==> src/rtl/mode_counter_pkg.sv <==
// counter_pkg: boundary mode encoding and direction constants for mode_counter.
package counter_pkg;
   typedef enum logic [1:0] {
      MODE_WRAP   = 2'b00,
      MODE_SAT    = 2'b01,
      MODE_BOUNCE = 2'b10,
      MODE_RSVD   = 2'b11
   } mode_t;
   localparam logic DIR_UP   = 1'b1;
   localparam logic DIR_DOWN = 1'b0;
endpackage

==> src/rtl/mode_counter_if.sv <==
// mode_counter_if: control inputs and status outputs of mode_counter.
interface mode_counter_if #(parameter int N = 8);
   import counter_pkg::*;
   logic enable, clear, load, up;
   logic [N-1:0] load_val, min, max, step, count;
   mode_t mode;
   logic at_max, at_min, dir_up, rollover, bound_err;
   modport master (
      output enable, clear, load, up, load_val, min, max, step, mode,
      input count, at_max, at_min, dir_up, rollover, bound_err
   );
   modport slave (
      input enable, clear, load, up, load_val, min, max, step, mode,
      output count, at_max, at_min, dir_up, rollover, bound_err
   );
endinterface

==> src/rtl/mode_counter_prescaler.sv <==
// tick_prescaler: divides enabled cycles by PRESCALE; disabled cycles freeze the phase.
module tick_prescaler #(parameter int PRESCALE = 1) (
   input  logic clk,
   input  logic rst,
   input  logic enable,
   input  logic restart,
   output logic tick
);
   localparam int W = $clog2(PRESCALE) + 1;
   logic [W-1:0] cnt;
   assign tick = enable && cnt == W'(PRESCALE - 1);
   always_ff @(posedge clk)
      if (rst || restart) cnt <= '0;
      else if (enable) cnt <= tick ? '0 : cnt + W'(1);
endmodule

==> src/rtl/mode_counter.sv <==
// mode_counter: bounded up/down counter with wrap, saturate and bounce modes,
// parallel load, enable prescaler and a registered boundary-event pulse.
module mode_counter
   import counter_pkg::*;
#(
   parameter int N         = 8,
   parameter int PRESCALE  = 1,
   parameter int RESET_VAL = 0
) (
   input logic         clk,
   input logic         rst,
   mode_counter_if.slave bus
);
   logic [N-1:0] count, next_count, stepped, edge_val, wrap_val;
   logic [N:0] sum, diff;
   logic dir_q, next_dir, next_roll, rollover, tick, restart, bound_err, d, bounce, hit;
   assign bound_err = bus.min > bus.max;
   assign restart = !bound_err && (bus.clear || bus.load);
   assign bounce = bus.mode == MODE_BOUNCE;
   assign d = bounce ? dir_q : bus.up;
   tick_prescaler #(.PRESCALE(PRESCALE)) u_pre (
      .clk(clk), .rst(rst), .enable(bus.enable), .restart(restart), .tick(tick)
   );
   // one extra bit keeps carry/borrow visible so bounds never alias
   assign sum = {1'b0, count} + {1'b0, bus.step};
   assign diff = {1'b0, count} - {1'b0, bus.step};
   assign hit = d ? (bounce ? sum >= {1'b0, bus.max} : sum > {1'b0, bus.max})
                  : (diff[N] || (bounce ? diff[N-1:0] <= bus.min : diff[N-1:0] < bus.min));
   assign stepped = d ? sum[N-1:0] : diff[N-1:0];
   assign edge_val = d ? bus.max : bus.min;
   assign wrap_val = d ? bus.min : bus.max;
   always_comb begin
      next_count = count;
      next_dir = d;
      next_roll = 1'b0;
      if (bound_err) next_dir = dir_q;
      else if (bus.clear) next_count = bus.min;
      else if (bus.load)
         next_count = bus.load_val < bus.min ? bus.min : bus.load_val > bus.max ? bus.max : bus.load_val;
      else if (tick && bus.step != '0) begin
         if (count < bus.min || count > bus.max) next_count = wrap_val;
         else if (bus.mode == MODE_WRAP) begin
            next_count = hit ? wrap_val : stepped;
            next_roll = hit;
         end else if (bounce) begin
            next_count = hit ? edge_val : stepped;
            next_roll = hit;
            next_dir = hit ? !d : d;
         end else begin
            next_count = hit ? edge_val : stepped;
            next_roll = next_count == edge_val && count != edge_val;
         end
      end
   end
   always_ff @(posedge clk)
      if (rst) begin
         count <= N'(RESET_VAL);
         dir_q <= DIR_UP;
         rollover <= 1'b0;
      end else begin
         count <= next_count;
         dir_q <= next_dir;
         rollover <= next_roll;
      end
   assign bus.count = count;
   assign bus.at_max = count == bus.max;
   assign bus.at_min = count == bus.min;
   assign bus.dir_up = dir_q;
   assign bus.rollover = rollover;
   assign bus.bound_err = bound_err;
endmodule

==> src/flat_wrapper.sv <==
// flat-port wrapper written by rule: the top's interface ports become plain ports
module mode_counter_flat import counter_pkg::*;
#(
   parameter int N         = 8,
   parameter int PRESCALE  = 1,
   parameter int RESET_VAL = 0
)
  (clk, rst, bus_enable, bus_clear, bus_load, bus_up, bus_load_val, bus_min, bus_max, bus_step, bus_mode, bus_count, bus_at_max, bus_at_min, bus_dir_up, bus_rollover, bus_bound_err);
  mode_counter_if #(.N(N)) bus_i ();
  input logic clk;
  input logic rst;
  input wire logic [$bits(bus_i.enable)-1:0] bus_enable;
  input wire logic [$bits(bus_i.clear)-1:0] bus_clear;
  input wire logic [$bits(bus_i.load)-1:0] bus_load;
  input wire logic [$bits(bus_i.up)-1:0] bus_up;
  input wire logic [$bits(bus_i.load_val)-1:0] bus_load_val;
  input wire logic [$bits(bus_i.min)-1:0] bus_min;
  input wire logic [$bits(bus_i.max)-1:0] bus_max;
  input wire logic [$bits(bus_i.step)-1:0] bus_step;
  input wire logic [$bits(bus_i.mode)-1:0] bus_mode;
  output wire logic [$bits(bus_i.count)-1:0] bus_count;
  output wire logic [$bits(bus_i.at_max)-1:0] bus_at_max;
  output wire logic [$bits(bus_i.at_min)-1:0] bus_at_min;
  output wire logic [$bits(bus_i.dir_up)-1:0] bus_dir_up;
  output wire logic [$bits(bus_i.rollover)-1:0] bus_rollover;
  output wire logic [$bits(bus_i.bound_err)-1:0] bus_bound_err;
  assign bus_i.enable = bus_enable;
  assign bus_i.clear = bus_clear;
  assign bus_i.load = bus_load;
  assign bus_i.up = bus_up;
  assign bus_i.load_val = bus_load_val;
  assign bus_i.min = bus_min;
  assign bus_i.max = bus_max;
  assign bus_i.step = bus_step;
  assign bus_i.mode = bus_mode;
  assign bus_count = bus_i.count;
  assign bus_at_max = bus_i.at_max;
  assign bus_at_min = bus_i.at_min;
  assign bus_dir_up = bus_i.dir_up;
  assign bus_rollover = bus_i.rollover;
  assign bus_bound_err = bus_i.bound_err;
  mode_counter #(.N(N), .PRESCALE(PRESCALE), .RESET_VAL(RESET_VAL)) u_core (.clk(clk), .rst(rst), .bus(bus_i));
endmodule
==> config.mk <==
export PLATFORM = sky130hd
export DESIGN_NAME = mode_counter_flat
export DESIGN_NICKNAME = d
export VERILOG_FILES = /design/src/rtl/mode_counter_pkg.sv /design/src/rtl/mode_counter_if.sv /design/src/rtl/mode_counter_prescaler.sv /design/src/rtl/mode_counter.sv /design/src/flat_wrapper.sv
export SDC_FILE = /design/constraint.sdc
export NUM_CORES = 1
export LEC_CHECK = 0
export BUFFER_PORTS_ARGS = -buffer_cell sky130_fd_sc_hd__buf_2
export CORE_MARGIN = 5
export CORE_UTILIZATION = 35
export CTS_BUF_LIST = sky130_fd_sc_hd__clkbuf_8
export DETAILED_ROUTE_END_ITERATION = 10
export MAX_ROUTING_LAYER = met4
export PLACE_DENSITY = 0.53
export SLEW_MARGIN = 15
export SYNTH_ARGS = -nofsm -noshare
export SYNTH_HDL_FRONTEND = slang
export SYNTH_SLANG_ARGS = --single-unit
==> constraint.sdc <==
create_clock -name clk -period 4.8 [get_ports clk]
set_input_delay 0.48 -clock clk [delete_from_list [all_inputs] [get_ports clk]]
set_output_delay 0.48 -clock clk [all_outputs]
set_load 0.01 [all_outputs]
==> impl_metrics.py, run 1 <==
metrics = {
    "timing": {
        "finalSetupTns_ns": 0,
        "period_needed_ns": 4.424,
        "fin_worst_skew_ns": 0.006448,
        "finalHoldViolations": 0,
        "worstMarginPinSlew_ns": 0.9404,
        "slew_headroom": 0.3689,
        "period_share": 0.9216,
        "grt_setup_unrepaired": "no",
        "hold_ws_ns": 0.4304,
        "fmax_ghz": 0.2261,
        "slew_violations": 0,
        "setup_viol": 0,
    },
    "setup_path": {
        "arrival_ns": 4.56,
        "slowest_stage": "or4_1",
        "r2r_slack_ns": 0.38,
        "crit_type": "reg -> reg",
        "slowest_delay_ns": 0.71,
        "path_cells": "inv_1, ha_1, inv_1, fa_1, a211oi_1, o21bai_1, a21oi_1, xnor2_1, ha_1, nand3_1, nor2_1, a221oi_1, or4_1, nand2_2, mux4_2, o21ai_1, a21oi_1",
        "rr_worst_depth": 17,
        "reg2reg_to": "u_core.bus.count[1]",
        "r2r_start": "u_core.bus.count[0]",
        "worstSetupStartpointType": "flip-flop",
        "critPathMaxFanout": 9,
        "cp.required_ns": 4.94,
        "endpoint_kind": "flip-flop",
    },
    "die": {
        "die_y_um": 110.5,
        "die_w_um": 110.5,
        "die_area_um2": 12220,
        "std_cell_rows": 36,
        "core_area_um2": 9819,
        "start_util": 0.3602,
        "ioPinCount": 53,
    },
    "logic_synthesis": {
        "synth_compound_gate_area_share": 0.2763,
        "yosysTopAreaCellShare": 0.2511,
        "synth_warnings": 0,
        "synth_xor_area_frac": 0.07570,
        "synth_fa_ha_area_frac": 0.2625,
        "synth_top_family_by_area": "compound AO/OA/AOI/OAI gates",
        "synth.area.top_cells": "ha_1, dfxtp_1, xnor2_1",
        "netlist_area_um2": 3537,
        "syn_inst": 465,
        "synth_mux_area_frac": 0.07428,
        "async_flop_share": 0,
        "syn_area_per_cell_um2": 7.607,
        "synthFlopType": "dfxtp_1",
        "synth_cell_types": 57,
        "synth-simple-area-share": 0.1850,
        "ys_ff_latch": 11,
        "synth_top_area_cell": "ha_1",
        "synth_edf_count": 0,
        "yosysSeqAreaShare": 0.06226,
        "synthesis.nets": 578,
    },
    "routing": {
        "ant_nets": 0,
        "drc": 0,
        "vias": 3867,
        "avgViaCountPerCell": 5.940,
        "drt-wirelength-per-cell_um": 21.03,
        "drt_first_pass_iters": 5,
        "drt-initial-drc-count": 268,
        "drt-met1-wl_mm": 5.884,
        "routed.top_layer": "met4",
        "finalWirelength_mm": 13.69,
        "routed-wl-met3_mm": 1.376,
        "dr_wl_met2_mm": 5.974,
    },
    "pwr": {
        "p_leak_uw": 0.001963,
        "powerDensity_nw_per_um2": 240.6,
        "ir_worst_vdd_v": 0.00007363,
        "power_uw": 966.0,
    },
    "clocking": {
        "cts-root-buf": "clkbuf_8",
        "htreeDepth": 1,
        "ctsHoldBuffers": 0,
        "clock_latency_ns": 0.25,
        "clk_path_buf_depth": 2,
        "post_cts_buffers": 0,
        "cts_made_buffers": 3,
        "tritoncts": "done",
        "clkSinkCount": 11,
        "post_cts_resized": 0,
        "path_clk_slew_ns": 0.06,
    },
    "layout": {
        "final_common_cell": "ha_1",
        "drive_gt1_frac": 0.1506,
        "nets": 632,
        "area_delta_synth_final_pct": 13.51,
        "final_cell_mix": "ha_1, buf_2, inv_1, o21ai_0, a21oi_1",
        "antenna_cells": 0,
    },
    "placed_design": {
        "portBuffers": 52,
        "hpwl_mm": 10.99,
        "gp_congestion": 0.9481,
    },
    "hold_path": {
        "hold_depth": 2,
        "hold_end": "u_core.u_pre.cnt",
        "hp-class": "reg -> reg",
        "min_from": "u_core.u_pre.cnt",
    },
    "global_route": {
        "antenna_found_initial": 0,
        "grt_pass1_vias": 3808,
        "track_usage": 0.2249,
        "grt_pass1_wl_mm": 21.51,
        "grt_max_degree": 24,
        "overflow": 0,
    },
    "run": {
        "drv_cap": 0,
    },
    "run_status": {
        "status": "complete, no violations",
    },
}
-- sequential cells by signal, indices dropped and copies added, names as in the netlist --
| signal | cells |
|---|---|
| u_core.bus.count | 8 |
| u_core.bus.dir_up | 1 |
| u_core.bus.rollover | 1 |
| u_core.u_pre.cnt | 1 |
-- report_power, final --
part           internal [µW]  switching (µW)  total (µW)
clock network           56.6            41.9        98.5
logic                    304             443         747
registers                102            18.4         120
total                    462             504         966
-- routing by layer --
metal  GRT usage  vias to the layer above
li1            -                     1851
met1      0.2924                     1789
met2      0.3471                      187
met3     0.04923                       40
met4     0.07225                        0
met5           -                        -
-- stage by stage --
stage / utilization / instances / instance area (µm²) / worst slack [ns]
floorplan: - / 465 / 3537 / 0.6376
global placement: 0.4043 / 647 / 3970 / 0.3154
detailed placement: 0.4043 / 647 / 3970 / 0.2693
CTS: 0.4089 / 651 / 4015 / 0.3605
global route: 0.4089 / 651 / 4015 / 0.01574
finish: 0.4089 / 651 / 4015 / 0.3763
-- worst max-delay path, delay by kind of cell (launching register included) --
family	cells	cell delay (ns)
buffers and inverters	2	0.18
AO/OA/AOI/OAI	6	0.96
XOR/XNOR	1	0.15
flip-flops	1	0.39
AND/OR/NAND/NOR	4	1.15
adder cells (fa/ha/maj)	3	0.95
multiplexers	1	0.52
-- synth_stat cells, drive strengths merged, types with 11 or more instances --
cell,number
nand2,22
mux2i,19
nor2,28
inv,40
a21oi,32
nand3,19
ha,71
a21o,14
dfxtp,11
o21ai,35
xnor2,21
nor3,12
-- worst max path at each step --
stage / start / end / slack (ns) / depth (start not counted)
after floorplan: bus_step[2] / u_core.bus.count[1] / 0.64 / 16
after global placement: bus_step[1] / u_core.bus.count[1] / 0.32 / 17
after CTS: u_core.bus.count[0] / u_core.bus.count[1] / 0.36 / 17
after global routing: u_core.bus.count[0] / u_core.bus.count[1] / 0.02 / 17
after detailed placement: bus_step[1] / u_core.bus.count[1] / 0.27 / 17
final: u_core.bus.count[0] / u_core.bus.count[1] / 0.38 / 17
-- layout make-up --
cell class              count  area [µm²]
fillers                  1074        5804
clock buffers               3       41.29
well taps                 133       166.4
repair buffers             63       342.8
inverters                  40       150.1
flip-flops and latches     11       220.2
multi-input cells         400        3090
clock inverters             1       3.754
-- logic make-up (layout without fill, tap and decap cells) --
kind of cell | after synthesis | in the layout
compound gates | 146 | 146
xor+xnor | 29 | 29
fa+ha+maj | 73 | 73
buf+inv | 54 | 107
flops | 11 | 11
mux | 23 | 23
simple gates | 129 | 129
(Power assumes the default switching activity.)
==> run 2: changes to the inputs <==
Settings changed: ABC_CLOCK_PERIOD_IN_PS set to 3800, MAX_ROUTING_LAYER met4 to not set, PLACE_DENSITY 0.53 to 0.55.
Clock period 4.8 ns to 3.8 ns, I/O delays scaled along.
==> impl_metrics.py, run 2 (same netlist as run 1, synthesis figures left out) <==
metrics = {
    "routing": {
        "finalWirelength_mm": 14.67,
        "drt-wirelength-per-cell_um": 20.58,
        "avgViaCountPerCell": 5.847,
        "vias": 4169,
        "drt-initial-drc-count": 460,
        "drt_first_pass_iters": 5,
        "drc": 0,
        "ant_nets": 0,
    },
    "die": {
        "std_cell_rows": 36,
        "die_area_um2": 12220,
        "die_y_um": 110.5,
        "ioPinCount": 53,
        "start_util": 0.3602,
        "die_w_um": 110.5,
        "core_area_um2": 9819,
    },
    "setup_path": {
        "slowest_delay_ns": 0.48,
        "slowest_stage": "a2111o_1",
        "crit_type": "reg -> reg",
        "cp.depth": 16,
        "cp.required_ns": 3.92,
        "reg2reg_to": "u_core.bus.count[0]",
        "rr_worst_depth": 16,
        "r2r_slack_ns": -0.17,
        "path_cells": "ha_1, nand2b_4, a221oi_4, o21ai_2, a21oi_2, xnor2_1, ha_1, and3_4, nand3_2, or3_1, a2111o_1, buf_6, a31oi_4, nor3_4, a221oi_2, a221oi_2",
        "r2r_start": "u_core.bus.count[1]",
        "setup.worst_path.end": "u_core.bus.count[0]",
        "arrival_ns": 4.09,
        "crit_start": "u_core.bus.count[1]",
        "critPathMaxFanout": 6,
        "cpLargestDelayFamily": "compound AO/OA/AOI/OAI gates",
        "worstSetupStartpointType": "flip-flop",
        "crit_buf_inv": 1,
        "endpoint_kind": "flip-flop",
    },
    "timing": {
        "fin_worst_skew_ns": 0.01489,
        "hold_ws_ns": 0.3577,
        "period_needed_ns": 3.973,
        "period_share": 1.045,
        "slew_violations": 0,
        "slew_headroom": 0.4475,
        "worstMarginPinSlew_ns": 0.8201,
        "finalHoldViolations": 0,
        "grt_setup_unrepaired": "yes",
        "finalSetupTns_ns": -0.7360,
        "layout_setup_ws_ns": -0.1726,
        "fmax_ghz": 0.2517,
        "setup_viol": 7,
    },
    "global_route": {
        "grt_pass1_vias": 4198,
        "use_met2": 0.3762,
        "grt_max_degree": 24,
        "track_usage": 0.2329,
        "overflow": 0,
        "grt_pass1_wl_mm": 22.87,
        "grt-busiest-layer": "met2",
        "grt_use_met1": 0.3137,
        "antenna_found_initial": 0,
        "grt_util_met3": 0.03446,
    },
    "layout": {
        "top_register": "u_core.bus.count",
        "final_cell_mix": "ha_1, buf_4, buf_2, inv_1, a21oi_1",
        "antenna_cells": 0,
        "largest_reg_flops": 8,
        "nets": 694,
        "area_delta_synth_final_pct": 34.91,
        "drive_gt1_frac": 0.3069,
        "final_common_cell": "ha_1",
    },
    "clocking": {
        "cts_made_buffers": 3,
        "clock_latency_ns": 0.26,
        "clkSinkCount": 11,
        "clk_path_buf_depth": 2,
        "cts-root-buf": "clkbuf_8",
        "tritoncts": "done",
        "path_clk_slew_ns": 0.08,
        "htreeDepth": 1,
    },
    "hold_path": {
        "hp-class": "in -> reg",
    },
    "placed_design": {
        "gp_congestion": 0.9626,
        "hpwl_mm": 11.69,
        "portBuffers": 52,
    },
    "run_status": {
        "status": "complete, but fails checks",
        "violations": "setup timing",
    },
    "pwr": {
        "p_leak_uw": 0.002333,
        "ir_worst_vdd_v": 0.0001648,
        "powerDensity_nw_per_um2": 324.1,
    },
    "run": {
        "drv_cap": 0,
    },
}
-- run 2: cell types whose count changed in the layout (fill, tap and decap cells not counted), sizes merged --
cell / change
buf: +62
-- run 2: metal layers --
layer  part of all wire  vias up
met5                  0        -
met4              0.043        0
met3              0.072       46
met2               0.44      195
met1               0.44     1952
li1                   -     1976
-- run 2: area by class of cell --
type / count / area [µm²]
Inverter: 40 / 162.7
Clock buffer: 3 / 41.29
Tap cell: 133 / 166.4
Clock inverter: 1 / 3.754
Multi-Input combinational cell: 400 / 3337
Sequential cell: 11 / 230.2
Fill cell: 981 / 5047
Timing Repair Buffer: 125 / 830.8
-- run 2: metrics by stage --
step                      setup WS (ns)  utilization  total power (µW)  std cells  cell area (µm²)
final                           -0.1726       0.4860              1546        713             4772
after global routing            -0.2861       0.4860              1667        713             4772
after CTS                       -0.1617       0.4683              1447        706             4598
after detailed placement        -0.3265       0.4521              1248        697             4439
after global placement          -0.3402       0.4521              1238        697             4439
after floorplan                -0.05715            -             836.2        465             3642
-- run 2: how the worst min path moves through the flow --
stage / slack (ns) / startpoint / cells past startpoint / end
2_1_floorplan: 0.41 / u_core.u_pre.cnt / 2 / u_core.u_pre.cnt
3_3_place_gp: 0.42 / u_core.u_pre.cnt / 2 / u_core.u_pre.cnt
3_5_place_dp: 0.43 / u_core.u_pre.cnt / 2 / u_core.u_pre.cnt
4_1_cts: 0.36 / rst / 2 / u_core.bus.count[0]
5_1_grt: 0.35 / rst / 2 / u_core.bus.count[0]
6_report: 0.36 / rst / 2 / u_core.bus.count[0]
-- run 2: where the power goes --
group	total (µW)	switching, µW	internal (µW)
Clock	134	62.7	71.7
Combinational	1260	674	591
Sequential	147	17.3	130
-- run 2: repair_timing --
action,4_1_cts,5_1_grt
endpoints found under the setup margin,8,10
resized for setup,19,22
setup buffers,5,7
pin swaps,17,36
endpoints found under the hold margin,0,0
hold buffers,0,0
-- run 2: worst register-to-register path: stages, from the launching register on --
cell      delay, ns
dfxtp_4        0.37
ha_1           0.32
nand2b_4       0.16
a221oi_4       0.31
o21ai_2        0.10
a21oi_2        0.21
xnor2_1        0.09
ha_1           0.32
and3_4         0.20
nand3_2        0.06
or3_1          0.31
a2111o_1       0.48
buf_6          0.17
a31oi_4        0.26
nor3_4         0.08
a221oi_2       0.29
a221oi_2       0.09
